===== src/rtl/mem_ctrl.sv =====
// Refill/writeback memory controller: serves cache refills from backing memory or from
// the dirty-eviction FIFO, and drains that FIFO to memory when no refill is pending.
//
// state | meaning
// IDLE  | arbitrate: forward hit, then refill read, then writeback drain
// RD    | mem_rd held until mem_ack or timeout
// WR    | mem_wr of FIFO head held until mem_ack or timeout
// RESP  | one-cycle ram_ready pulse with captured data
module mem_ctrl #(
    parameter int WB_DEPTH = 4,
    parameter int TIMEOUT  = 255
) (
    input  logic        clk,
    input  logic        rst,
    input  logic        ram_req,
    input  logic [31:0] ram_address,
    output logic        ram_ready,
    output logic [63:0] ram_in,
    input  logic        wb_valid,
    input  logic [31:0] wb_address,
    input  logic [63:0] wb_data,
    output logic        wb_full,
    output logic [31:0] mem_addr,
    output logic        mem_rd,
    output logic        mem_wr,
    output logic [63:0] mem_wdata,
    input  logic [63:0] mem_rdata,
    input  logic        mem_ack,
    output logic        err
);

    localparam int PW = $clog2(WB_DEPTH);
    localparam int TW = $clog2(TIMEOUT + 1);
    localparam logic [31:0] LINE_MASK = 32'hFFFF_FFF8;

    typedef enum logic [1:0] {IDLE, RD, WR, RESP} state_t;

    state_t        state, state_nxt;
    logic [31:0]   fifo_addr [WB_DEPTH];
    logic [63:0]   fifo_data [WB_DEPTH];
    logic [PW-1:0] head, tail, fwd_idx;
    logic [PW:0]   count;
    logic [TW-1:0] tmo_cnt;
    logic          fwd_hit, push, pop, busy, tmo_hit;
    logic [63:0]   fwd_data, resp_data;

    assign wb_full = (count == (PW+1)'(WB_DEPTH));
    assign push    = wb_valid && !wb_full;
    assign busy    = (state == RD) || (state == WR);
    assign tmo_hit = busy && !mem_ack && (tmo_cnt == '0);

    // Scan oldest to youngest so the last match is the youngest entry.
    always_comb begin
        fwd_hit  = 1'b0;
        fwd_data = '0;
        fwd_idx  = '0;
        for (int i = 0; i < WB_DEPTH; i++) begin
            fwd_idx = head + PW'(i);
            if (i < int'(count) && ((fifo_addr[fwd_idx] ^ ram_address) & LINE_MASK) == '0) begin
                fwd_hit  = 1'b1;
                fwd_data = fifo_data[fwd_idx];
            end
        end
    end

    always_comb begin
        state_nxt = state;
        pop       = 1'b0;
        resp_data = '0;
        case (state)
            IDLE: begin
                if (ram_req && fwd_hit) begin
                    state_nxt = RESP;
                    resp_data = fwd_data;
                end else if (ram_req) begin
                    state_nxt = RD;
                end else if (count != '0) begin
                    state_nxt = WR;
                end
            end
            RD: begin
                if (mem_ack) begin
                    state_nxt = RESP;
                    resp_data = mem_rdata;
                end else if (tmo_cnt == '0) begin
                    state_nxt = RESP;
                end
            end
            WR: begin
                if (mem_ack || tmo_cnt == '0) begin
                    state_nxt = IDLE;
                    pop       = 1'b1;
                end
            end
            RESP:    state_nxt = IDLE;
            default: state_nxt = IDLE;
        endcase
    end

    always_ff @(posedge clk or negedge rst) begin
        if (!rst) begin
            state     <= IDLE;
            head      <= '0;
            tail      <= '0;
            count     <= '0;
            ram_ready <= 1'b0;
            ram_in    <= '0;
            mem_rd    <= 1'b0;
            mem_wr    <= 1'b0;
            mem_addr  <= '0;
            mem_wdata <= '0;
            err       <= 1'b0;
            tmo_cnt   <= '0;
        end else begin
            state     <= state_nxt;
            ram_ready <= (state_nxt == RESP);
            if (state_nxt == RESP)
                ram_in <= resp_data;

            if (state == IDLE && state_nxt == RD) begin
                mem_rd   <= 1'b1;
                mem_addr <= ram_address & LINE_MASK;
                tmo_cnt  <= TW'(TIMEOUT - 1);
            end
            if (state == IDLE && state_nxt == WR) begin
                mem_wr    <= 1'b1;
                mem_addr  <= fifo_addr[head] & LINE_MASK;
                mem_wdata <= fifo_data[head];
                tmo_cnt   <= TW'(TIMEOUT - 1);
            end
            if (busy) begin
                if (state_nxt != state) begin
                    mem_rd  <= 1'b0;
                    mem_wr  <= 1'b0;
                    tmo_cnt <= '0;
                end else begin
                    tmo_cnt <= tmo_cnt - 1'b1;
                end
            end
            if (tmo_hit)
                err <= 1'b1;

            // Full check is pre-pop, so a push against a full FIFO is dropped even on a pop.
            if (push)
                tail <= tail + 1'b1;
            if (pop)
                head <= head + 1'b1;
            count <= count + {{PW{1'b0}}, push} - {{PW{1'b0}}, pop};
        end
    end

    always_ff @(posedge clk) begin
        if (push) begin
            fifo_addr[tail] <= wb_address;
            fifo_data[tail] <= wb_data;
        end
    end

endmodule


===== config.mk =====
export PLATFORM = sky130hd
export DESIGN_NAME = mem_ctrl
export DESIGN_NICKNAME = d
export VERILOG_FILES = /design/src/rtl/mem_ctrl.sv
export SDC_FILE = /design/constraint.sdc
export NUM_CORES = 1
export LEC_CHECK = 0
export CAP_MARGIN = 15
export CELL_PAD_IN_SITES_DETAIL_PLACEMENT = 1
export CELL_PAD_IN_SITES_GLOBAL_PLACEMENT = 2
export CORE_ASPECT_RATIO = 0.75
export CORE_MARGIN = 3
export CORE_UTILIZATION = 28
export DETAILED_ROUTE_END_ITERATION = 10
export HOLD_SLACK_MARGIN = 0.12
export PLACE_DENSITY = 0.66
export SYNTH_ARGS = -nofsm -noshare
export SYNTH_HDL_FRONTEND = slang
export SYNTH_SLANG_ARGS = --single-unit

===== constraint.sdc =====
create_clock -name clk -period 5.1 [get_ports clk]
set_clock_uncertainty 0.2 [all_clocks]
set_input_delay 1.02 -clock clk [delete_from_list [all_inputs] [get_ports clk]]
set_output_delay 1.02 -clock clk [all_outputs]
set_load 0.01 [all_outputs]

After elaboration in Yosys (flattened, before gate mapping)
Memory sizes are Yosys's and may differ from the RTL's.
Cells that the tools add are included.
{ "totals": {"out_inout_bits": 165, "ram_bits": 384, "word_cells": 94, "input_bits": 197, "reg_bits": 181, "memories": 2} }
{ "memory_table": {"columns": ["memory", "words", "word_bits", "read_ports", "rd_ports_with_merged_regs", "write_ports", "line_no", "rtl"], "rows": [
  ["fifo_data", 4, 64, 4, 0, 1, "40", "logic [63:0] fifo_data [WB_DEPTH];"],
  ["fifo_addr", 4, 32, 4, 0, 1, "39", "logic [31:0] fifo_addr [WB_DEPTH];"]
]} }
{ "op_classes": {"n_addsub": 7, "magnitude_cmp": 4, "mux": 34, "bitwise_logic": 4, "n_eq_ne": 8, "n_reduce_logical": 23} }
{ "ops": {"columns": ["op", "n"], "rows": [
  ["$mux W64", 6],
  ["$logic_not A32 Y1", 4],
  ["$pmux W64 S2", 1],
  ["$xor A32 B32 Y32", 4],
  ["$mux W32", 2],
  ["$mux W8", 4],
  ["$mux W1", 14],
  ["$mux W2", 6],
  ["$logic_and A1 B1 Y1", 10],
  ["$eq A2 B2 Y1 const B", 4],
  ["$logic_not A8 Y1", 1],
  ["$pmux W2 S4", 1],
  ["$sub A8 B1 Y8 const B", 1],
  ["$lt A1 B3 Y1 const A", 2],
  ["$lt A2 B3 Y1 const A", 2],
  ["$reduce_bool A3 Y1", 2],
  ["$add A2 B1 Y2 const B", 2],
  ["$add A2 B2 Y2 const B", 2],
  ["$eq A2 B1 Y1 const B", 2],
  ["$add A3 B1 Y3", 1],
  ["$eq A3 B3 Y1 const B", 1],
  ["$sub A3 B1 Y3", 1],
  ["$logic_not A1 Y1", 2],
  ["$logic_not A2 Y1", 1],
  ["3 further kinds", 4]
]} }

Depth between registers and ports, before layout
Gate-level depths: netlist of the first run.
An unclocked memory read counts as a cell.
{ "logic_depth": {"depth_word": 16, "ltp_mapped": 17, "mapped_depth_nobuf": 12} }

Worst setup path after synthesis of the first run
Ideal clock, no wire load.
{ "synth_path": {"kind": "input -> register", "from": "input port wb_valid", "to": "memory fifo_addr[0][10] (enable)", "n_path_buf": 1, "setup_ns": 0.462, "stages": 3, "path_slack_ns": 0.891, "t_required_ns": 4.438, "arrival_ns": 3.547, "path_cell_list": "nor2b_1 > clkbuf_1 > and2_1"} }
{ "synth_via": {"elab_chain_cells": 3} }
{ "synth_lines": {"columns": ["item", "line_no", "rtl"], "rows": [
  ["start: declaration", "19", "input logic wb_valid,"],
  ["$logic_and A1 B1 Y1", "48", "assign push = wb_valid && !wb_full;"],
  ["$mux W1", "153", "if (push) begin"],
  ["$mux W1 (not written as such)", "154", "fifo_addr[tail] <= wb_address;"],
  ["end: declaration", "39", null]
]} }
No other way between the ends.

Worst setup path after layout of the first run
{ "layout_path": {"from": "register head[0]", "to": "register ram_in[52]"} }
{ "layout_via": {"elab_chain_cells": 12, "elab_cells_between_ends": 31, "classes_between": "3 x add/sub; 1 x eq/ne; 12 x mux; 4 x bitwise; 9 x reduce/logical; 2 x memory"} }
{ "layout_lines": {"columns": ["item", "line_no", "rtl"], "rows": [
  ["start: declaration", "41", "logic [PW-1:0] head, tail, fwd_idx;"],
  ["start signal: assignment", "147", "head <= head + 1'b1;"],
  ["$add A2 B1 Y2 or $mem_v2 Z4 W32 (tied branches)", null, null],
  ["$mem_v2 Z4 W32 or $xor A32 B32 Y32 (tied branches)", null, null],
  ["$xor A32 B32 Y32 or $logic_not A32 Y1 (tied branches)", "59", "if (i < int'(count) && ((fifo_addr[fwd_idx] ^ ram_address) & LINE_MASK) == '0) begin"],
  ["$logic_not A32 Y1 or $logic_and A1 B1 Y1 (tied branches)", "59", null],
  ["$logic_and A1 B1 Y1 or $mux W1 (tied branches)", "59", null],
  ["$mux W1 (3 in series)", "59", null],
  ["$logic_and A1 B1 Y1", "72", "if (ram_req && fwd_hit) begin"],
  ["$mux W2", "72", null],
  ["$pmux W2 S4", "70", "case (state)"],
  ["$eq A2 B2 Y1", "117", "if (state_nxt == RESP)"],
  ["end signal: assignment", "118", "ram_in <= resp_data;"],
  ["end: declaration", "18", "output logic [63:0] ram_in,"]
]} }
Parallel ways exist; a longest one is shown, timed or not.
A chain may end at the register's enable or synchronous reset.

==> flow_metrics.env, run 1 <==
export IMPL_drtAntennaViolNets=0
export IMPL_routed_wl_um=108000
export IMPL_async_flop_share=0.324
export IMPL_multiInputGateArea_mm2=0.0139
export IMPL_cts_tree="yes"
export IMPL_fin_crit_sh=0.942
export IMPL_startpoint_type="flip-flop"
export IMPL_cp_arrival_ns=5.18
export IMPL_start_util=0.283
export IMPL_dr_pass1_iters=5
export IMPL_core_mm2=0.108
export IMPL_setup_viol=0
export IMPL_track_usage=0.189
export IMPL_cellPowerDensity_mw_per_mm2=597
export IMPL_slew_limit_headroom=0.244
export IMPL_internal_power_uw=14600
export IMPL_swShare=0.374
export IMPL_hp_class="input pin to asynchronous set/reset pin"
export IMPL_ys_seq_area_frac=0.511
export IMPL_synth_edff_count=372
export IMPL_maxCapViolCount=0
export IMPL_gr_total_overflow=0
export IMPL_synth_area_leaders="edfxtp_1 (37%), mux4_2 (17%), dfrtp_1 (15%)"
export IMPL_clk_path_buf_depth=3
export IMPL_path_cells="buf_12 -> buf_4 -> mux2i_1 -> mux2_2 -> xnor2_1 -> or4_1 -> nor3_1 -> or3b_2 -> buf_12 -> nor3_1 -> a21oi_1 -> a311oi_1 -> buf_4 -> a221o_1"
export IMPL_antenna_found_initial=18
export IMPL_worst_hold_slack_ns=0.205
export IMPL_ys_types=83
export IMPL_clock_sinks=550
export IMPL_synth_top_cell_by_area="edfxtp_1"
export IMPL_rsz0062_at_grt="false"
export IMPL_utilization=0.361
export IMPL_rr_worst_depth=14
export IMPL_cp_max_fo=34
export IMPL_max_stage_delay_ns=0.71
export IMPL_worstSkewPairLatency_ns=0.64
export IMPL_vdd_drop_max_v=0.000349
export IMPL_grt_pass1_wl_um=161000
export IMPL_end_kind="flip-flop"
export IMPL_p_leak_uw=0.0138
export IMPL_htree_levels=3
export IMPL_reg2reg_to="ram_in[52]$_DFFE_PN0P_"
export IMPL_clkSlewWorstSetupHoldPaths_ns=0.06
export IMPL_drive_above_1_share=0.230
export IMPL_grt_max_degree=140
export IMPL_ys_ff_latch=550
export IMPL_rrSetupSlack_ns=0.29
export IMPL_final_common_cell="edfxtp_1"
export IMPL_synth_main_ff_cell="edfxtp_1"
export IMPL_viasPerCell=5.45
export IMPL_dieArea_mm2=0.113
export IMPL_clockRootBuffer="clkbuf_16"
export IMPL_place_congestion=0.862
export IMPL_hold_viol_final=0
export IMPL_drc=0
export IMPL_routedWlPerCell_um=26.5
export IMPL_sequentialPowerShare=0.306
export IMPL_clock_power_share=0.213
export IMPL_reg2reg_from="head[0]$_DFFE_PN0P_"
export IMPL_worst_slew_pin_slew_ns=1.13
export IMPL_fillCellCount=11200
export IMPL_crit_slowest_cell="or4_1"
export IMPL_slew_violations=0
export IMPL_areaGrowthSynthToFinish_pct=27.3
export IMPL_synth_area_mm2=0.0306
export IMPL_fin_nets=2809
export IMPL_combPwrFrac=0.481
export IMPL_regArea_mm2=0.0156
export IMPL_p_switching_uw=8690
export IMPL_cp_required_ns=5.47
export IMPL_synth_cells=2214
export IMPL_grt_pass1_vias=23800
export IMPL_vias=22300
export IMPL_cts_buffers=67
export IMPL_std_cell_rows=104
export IMPL_die_x_um=388
export IMPL_final_cell_mix="edfxtp_1 (372), clkdlybuf4s50_1 (351), mux4_2 (226)"
export IMPL_cts_setup_buffers=0
export IMPL_path_class="flip-flop to flip-flop"
export IMPL_timing_fmax_ghz=0.208
export IMPL_period_minus_slack_ns=4.81
export IMPL_die_h_um=292
export IMPL_port_buffers=352
export IMPL_drtIter0Drc=1753
export IMPL_dpl_hpwl_um=74300
export IMPL_status="completed"
export IMPL_syn_avg_cell_area_um2=13.8
export IMPL_yosys_warnings=0
export IMPL_synth_top_cell_area_share=0.365
export IMPL_io_pin_count=362
==> cell families (layout without fill, tap and decap cells) <==
family	Yosys count	in the layout	synth area share
buffers and inverters	233	668	0.0367
AO/OA/AOI/OAI	466	466	0.109
flip-flops	550	550	0.511
AND/OR/NAND/NOR	400	400	0.0660
other	1	11	0.000123
adder cells (fa/ha/maj)	15	15	0.00638
XOR/XNOR	107	107	0.0309
multiplexers	442	442	0.240
==> how the worst max path moves through the flow <==
stage | depth (start not counted) | startpoint | endpoint | slack, ns
2_1_floorplan | 3 | wb_valid | fifo_addr[0][10]$_DFFE_PP_ | 0.89
3_3_place_gp | 12 | ram_address[29] | ram_in[34]$_DFFE_PN0P_ | 0.003
3_5_place_dp | 16 | ram_address[16] | ram_in[61]$_DFFE_PN0P_ | -0.02
4_1_cts | 15 | head[0]$_DFFE_PN0P_ | ram_in[61]$_DFFE_PN0P_ | 0.23
5_1_grt | 13 | head[1]$_DFFE_PN0P_ | ram_in[34]$_DFFE_PN0P_ | 0.04
6_report | 14 | head[0]$_DFFE_PN0P_ | ram_in[52]$_DFFE_PN0P_ | 0.29
==> what timing repair did <==
| item | 4_1_cts | 5_1_grt |
|---|---|---|
| resized for setup | 0 | 1 |
| endpoints found under the setup margin | 0 | 17 |
| hold buffers | 0 | 0 |
==> cell usage after synthesis (all sizes together) (19+ instances only) <==
master and instances:
xor2 33, clkbuf 111, a221o 78, dfrtp 178, and2 36, a211oi 32
nand4 19, mux2 79, buf 100, a311oi 34, nor3 86, a21oi 86
o22ai 71, o21ai 78, nor2 69, mux2i 137, edfxtp 372, xnor2 74
inv 22, nand2 124, mux4 226
==> metrics by stage <==
stage               TNS (ns)  instance area [µm²]  total power [µW]  worst slack (ns)  cells
CTS                        0                38900             23500             0.228   4082
detailed placement   -0.0215                36600             18400           -0.0215   3959
floorplan                  0                30600             14200             0.891   2216
global placement           0                36600             18000           0.00282   3959
global route               0                38900             24600            0.0391   4083
finish                     0                38900             23300             0.294   4090
==> sequential cells by signal (all words and copies together), names as in the netlist, 2 cells and up <==
name       cells
count          3
ram_in        64
mem_addr      29
fifo_addr    116
tmo_cnt        8
fifo_data    256
mem_wdata     64
tail           2
head           2
state          2
==> worst max-delay path: cells and delay by family (launching register included) <==
kind / cells / cell delay (ns)
flops: 1 / 0.62
xor+xnor: 1 / 0.06
compound gates: 3 / 0.62
simple gates: 4 / 1.79
buf+inv: 4 / 0.86
mux: 2 / 0.51
==> area by class of cell <==
| cell class | instances | share of cell area |
|---|---|---|
| flip-flops and latches | 550 | 0.402 |
| multi-input cells | 1433 | 0.356 |
| repair buffers | 523 | 0.135 |
| clock buffers | 90 | 0.0490 |
| well taps | 1431 | 0.0460 |
| clock inverters | 33 | 0.00935 |
| inverters | 22 | 0.00219 |
| diodes | 8 | 0.000514 |
==> power by group through the flow <==
stage	Clock, µW	Combinational, µW	Sequential [µW]
global route	5300	12000	7290
finish	4940	11200	7120
detailed placement	0	11200	7200
floorplan	0	7040	7150
CTS	5100	11300	7130
global placement	0	10900	7090
==> routing by layer <==
metal | vias up | routed length, µm | global-route usage
met2 | 640 | 50100 | 0.300
met3 | 152 | 6770 | 0.0432
met1 | 11800 | 49000 | 0.261
met5 | - | 80 | 0
met4 | 12 | 2220 | 0.0465
li1 | 9677 | - | -
No activity file was read; power rests on OpenSTA's default activity.
==> inputs of run 2 (changes only) <==
==> constraint.sdc (replaced) <==
create_clock -name clk -period 5.1 [get_ports clk]
set_clock_uncertainty 0.2 [all_clocks]
set_input_delay 0.51 -clock clk [delete_from_list [all_inputs] [get_ports clk]]
set_output_delay 0.51 -clock clk [all_outputs]
set_load 0.01 [all_outputs]
==> run 2 against run 1 <==
- non-clock buffer count is 64 lower
- final cell count is 1.6% lower
- combinational power hardly changed
- die area stayed put
- maximum frequency is 3.2% higher
- total power is 1.9% lower
- routed wire length is 2.5% lower
- largest cell class unchanged
- largest power group unchanged
==> flow_metrics.env, run 2 (same netlist as run 1, synthesis figures left out) <==
export IMPL_status="completed"
export IMPL_rrSetupSlack_ns=0.44
export IMPL_drtAntennaViolNets=0
export IMPL_fillCellCount=11200
export IMPL_viasPerCell=5.45
export IMPL_core_mm2=0.108
export IMPL_final_common_cell="edfxtp_1"
export IMPL_hold_depth=1
export IMPL_ctsResizeCount=0
export IMPL_startpoint_type="flip-flop"
export IMPL_hold_viol_final=0
export IMPL_die_h_um=292
export IMPL_fin_cells=4023
export IMPL_track_usage=0.183
export IMPL_crit_buf_inv=2
export IMPL_htree_levels=3
export IMPL_die_x_um=388
export IMPL_areaGrowthSynthToFinish_pct=25.1
export IMPL_place_congestion=0.866
export IMPL_hp_class="flip-flop to flip-flop"
export IMPL_regMostFlops="fifo_data"
export IMPL_cp_arrival_ns=5.03
export IMPL_cp_max_fo=34
export IMPL_drive_above_1_share=0.210
export IMPL_cts_setup_buffers=0
export IMPL_routed_wl_um=105000
export IMPL_clockRootBuffer="clkbuf_16"
export IMPL_grt_pass1_vias=23400
export IMPL_start_util=0.283
export IMPL_rr_worst_depth=12
export IMPL_drtIter0Drc=1561
export IMPL_slew_violations=0
export IMPL_gr_total_overflow=0
export IMPL_worstSetupEndpoint="ram_in[52]$_DFFE_PN0P_"
export IMPL_grt_pass1_wl_um=156000
export IMPL_grt_max_degree=82
export IMPL_antenna_found_initial=15
export IMPL_drc=0
export IMPL_path_cells="buf_12 -> mux4_2 -> xnor2_1 -> nand4_1 -> or4_1 -> nor3_1 -> or3b_2 -> buf_12 -> nor3_1 -> a21oi_1 -> a311oi_1 -> a221o_1"
export IMPL_vias=21900
export IMPL_maxCapViolCount=0
export IMPL_rsz0062_at_grt="false"
export IMPL_reg2reg_to="ram_in[52]$_DFFE_PN0P_"
export IMPL_worstSkewPairLatency_ns=0.63
export IMPL_fin_nets=2744
export IMPL_setup_viol=0
export IMPL_max_stage_delay_ns=0.57
export IMPL_cts_tree="yes"
export IMPL_cts_hold_buf=1
export IMPL_largest_reg_flops=256
export IMPL_path_depth=12
export IMPL_finalSetupTns_ns=0
export IMPL_slew_limit_headroom=0.187
export IMPL_final_cell_mix="edfxtp_1 (372), clkdlybuf4s50_1 (351), mux4_2 (226)"
export IMPL_dr_pass1_iters=7
export IMPL_end_kind="flip-flop"
export IMPL_crit_start="head[0]$_DFFE_PN0P_"
export IMPL_reg2reg_from="head[0]$_DFFE_PN0P_"
export IMPL_dpl_hpwl_um=71200
export IMPL_std_cell_rows=104
export IMPL_vdd_drop_max_v=0.000264
export IMPL_routedWlPerCell_um=26.2
export IMPL_clkSlewWorstSetupHoldPaths_ns=0.06
export IMPL_dieArea_mm2=0.113
export IMPL_path_class="flip-flop to flip-flop"
export IMPL_cp_top_family="simple AND/OR/NAND/NOR gates"
export IMPL_cellPowerDensity_mw_per_mm2=596
export IMPL_cts_buffers=66
export IMPL_timing_fmax_ghz=0.215
export IMPL_dpl_cell_count=3894
export IMPL_port_buffers=352
export IMPL_worst_slew_pin_slew_ns=1.22
export IMPL_finalPower_uw=22800
export IMPL_io_pin_count=362
export IMPL_clock_sinks=550
export IMPL_reg_top3="fifo_data: 256 flops, fifo_addr: 116 flops"
export IMPL_fin_crit_sh=0.914
export IMPL_crit_slowest_cell="mux4_2"
export IMPL_cp_required_ns=5.47
export IMPL_p_leak_uw=0.0134
export IMPL_clk_path_buf_depth=3
export IMPL_period_minus_slack_ns=4.66
## run 2: cell types whose count changed in the layout (fill, tap and decap cells not counted), moves of 2 or more
cell       change
diode_2        -2
clkbuf_8       -3
clkbuf_1       +2
clkbuf_16      +3
buf_12         -8
inv_6          +2
inv_4          +2
clkinv_2       -2
bufinv_16      -5
buf_4         -56
## run 2: area by class of cell
type                            instances  area (µm²)  area share
Tap cell                             1431        1790      0.0468
Clock inverter                         30         238     0.00621
Clock buffer                           92        1950      0.0509
Antenna cell                            6        15.0    0.000392
Timing Repair Buffer                  459        4680       0.122
Inverter                               22        85.1     0.00222
Sequential cell                       550       15600       0.409
Multi-Input combinational cell       1433       13900       0.363
## run 2: how the worst min path moves through the flow
stage / slack [ns] / from / end
6_report: 0.28 / mem_addr[11]$_DFFE_PN0P_ / mem_addr[11]$_DFFE_PN0P_
5_1_grt: 0.26 / mem_rdata[47] / ram_in[47]$_DFFE_PN0P_
4_1_cts: 0.23 / mem_rdata[47] / ram_in[47]$_DFFE_PN0P_
3_5_place_dp: 0.27 / mem_addr[11]$_DFFE_PN0P_ / mem_addr[11]$_DFFE_PN0P_
3_3_place_gp: 0.26 / mem_addr[31]$_DFFE_PN0P_ / mem_addr[31]$_DFFE_PN0P_
2_1_floorplan: 0.01 / rst / count[0]$_DFF_PN0_
## run 2: layer usage
metal | vias to the layer above | share of wire | routed length [µm] | GRT usage
met5 | - | 0.00084 | 89 | 0
met4 | 14 | 0.020 | 2090 | 0.0452
met3 | 165 | 0.064 | 6720 | 0.0463
met2 | 592 | 0.46 | 48800 | 0.292
met1 | 11600 | 0.45 | 47800 | 0.249
li1 | 9560 | - | - | -
## run 2: power breakdown
part	leakage, µW	internal [µW]	switching (µW)	total (µW)
Combinational	0.00670	5360	5690	11000
Sequential	0.00568	6170	873	7040
Clock	0.00107	2760	1980	4730
## run 2: stage by stage
| step | utilization | hold slack (ns) | instance area (µm²) | worst slack [ns] |
|---|---|---|---|---|
| after floorplan | - | 0.0144 | 30600 | 1.33 |
| after global placement | 0.334 | 0.261 | 36100 | 0.458 |
| after detailed placement | 0.334 | 0.273 | 36100 | 0.448 |
| after CTS | 0.355 | 0.232 | 38200 | 0.423 |
| after global routing | 0.355 | 0.260 | 38300 | 0.193 |
| final | 0.355 | 0.276 | 38300 | 0.441 |
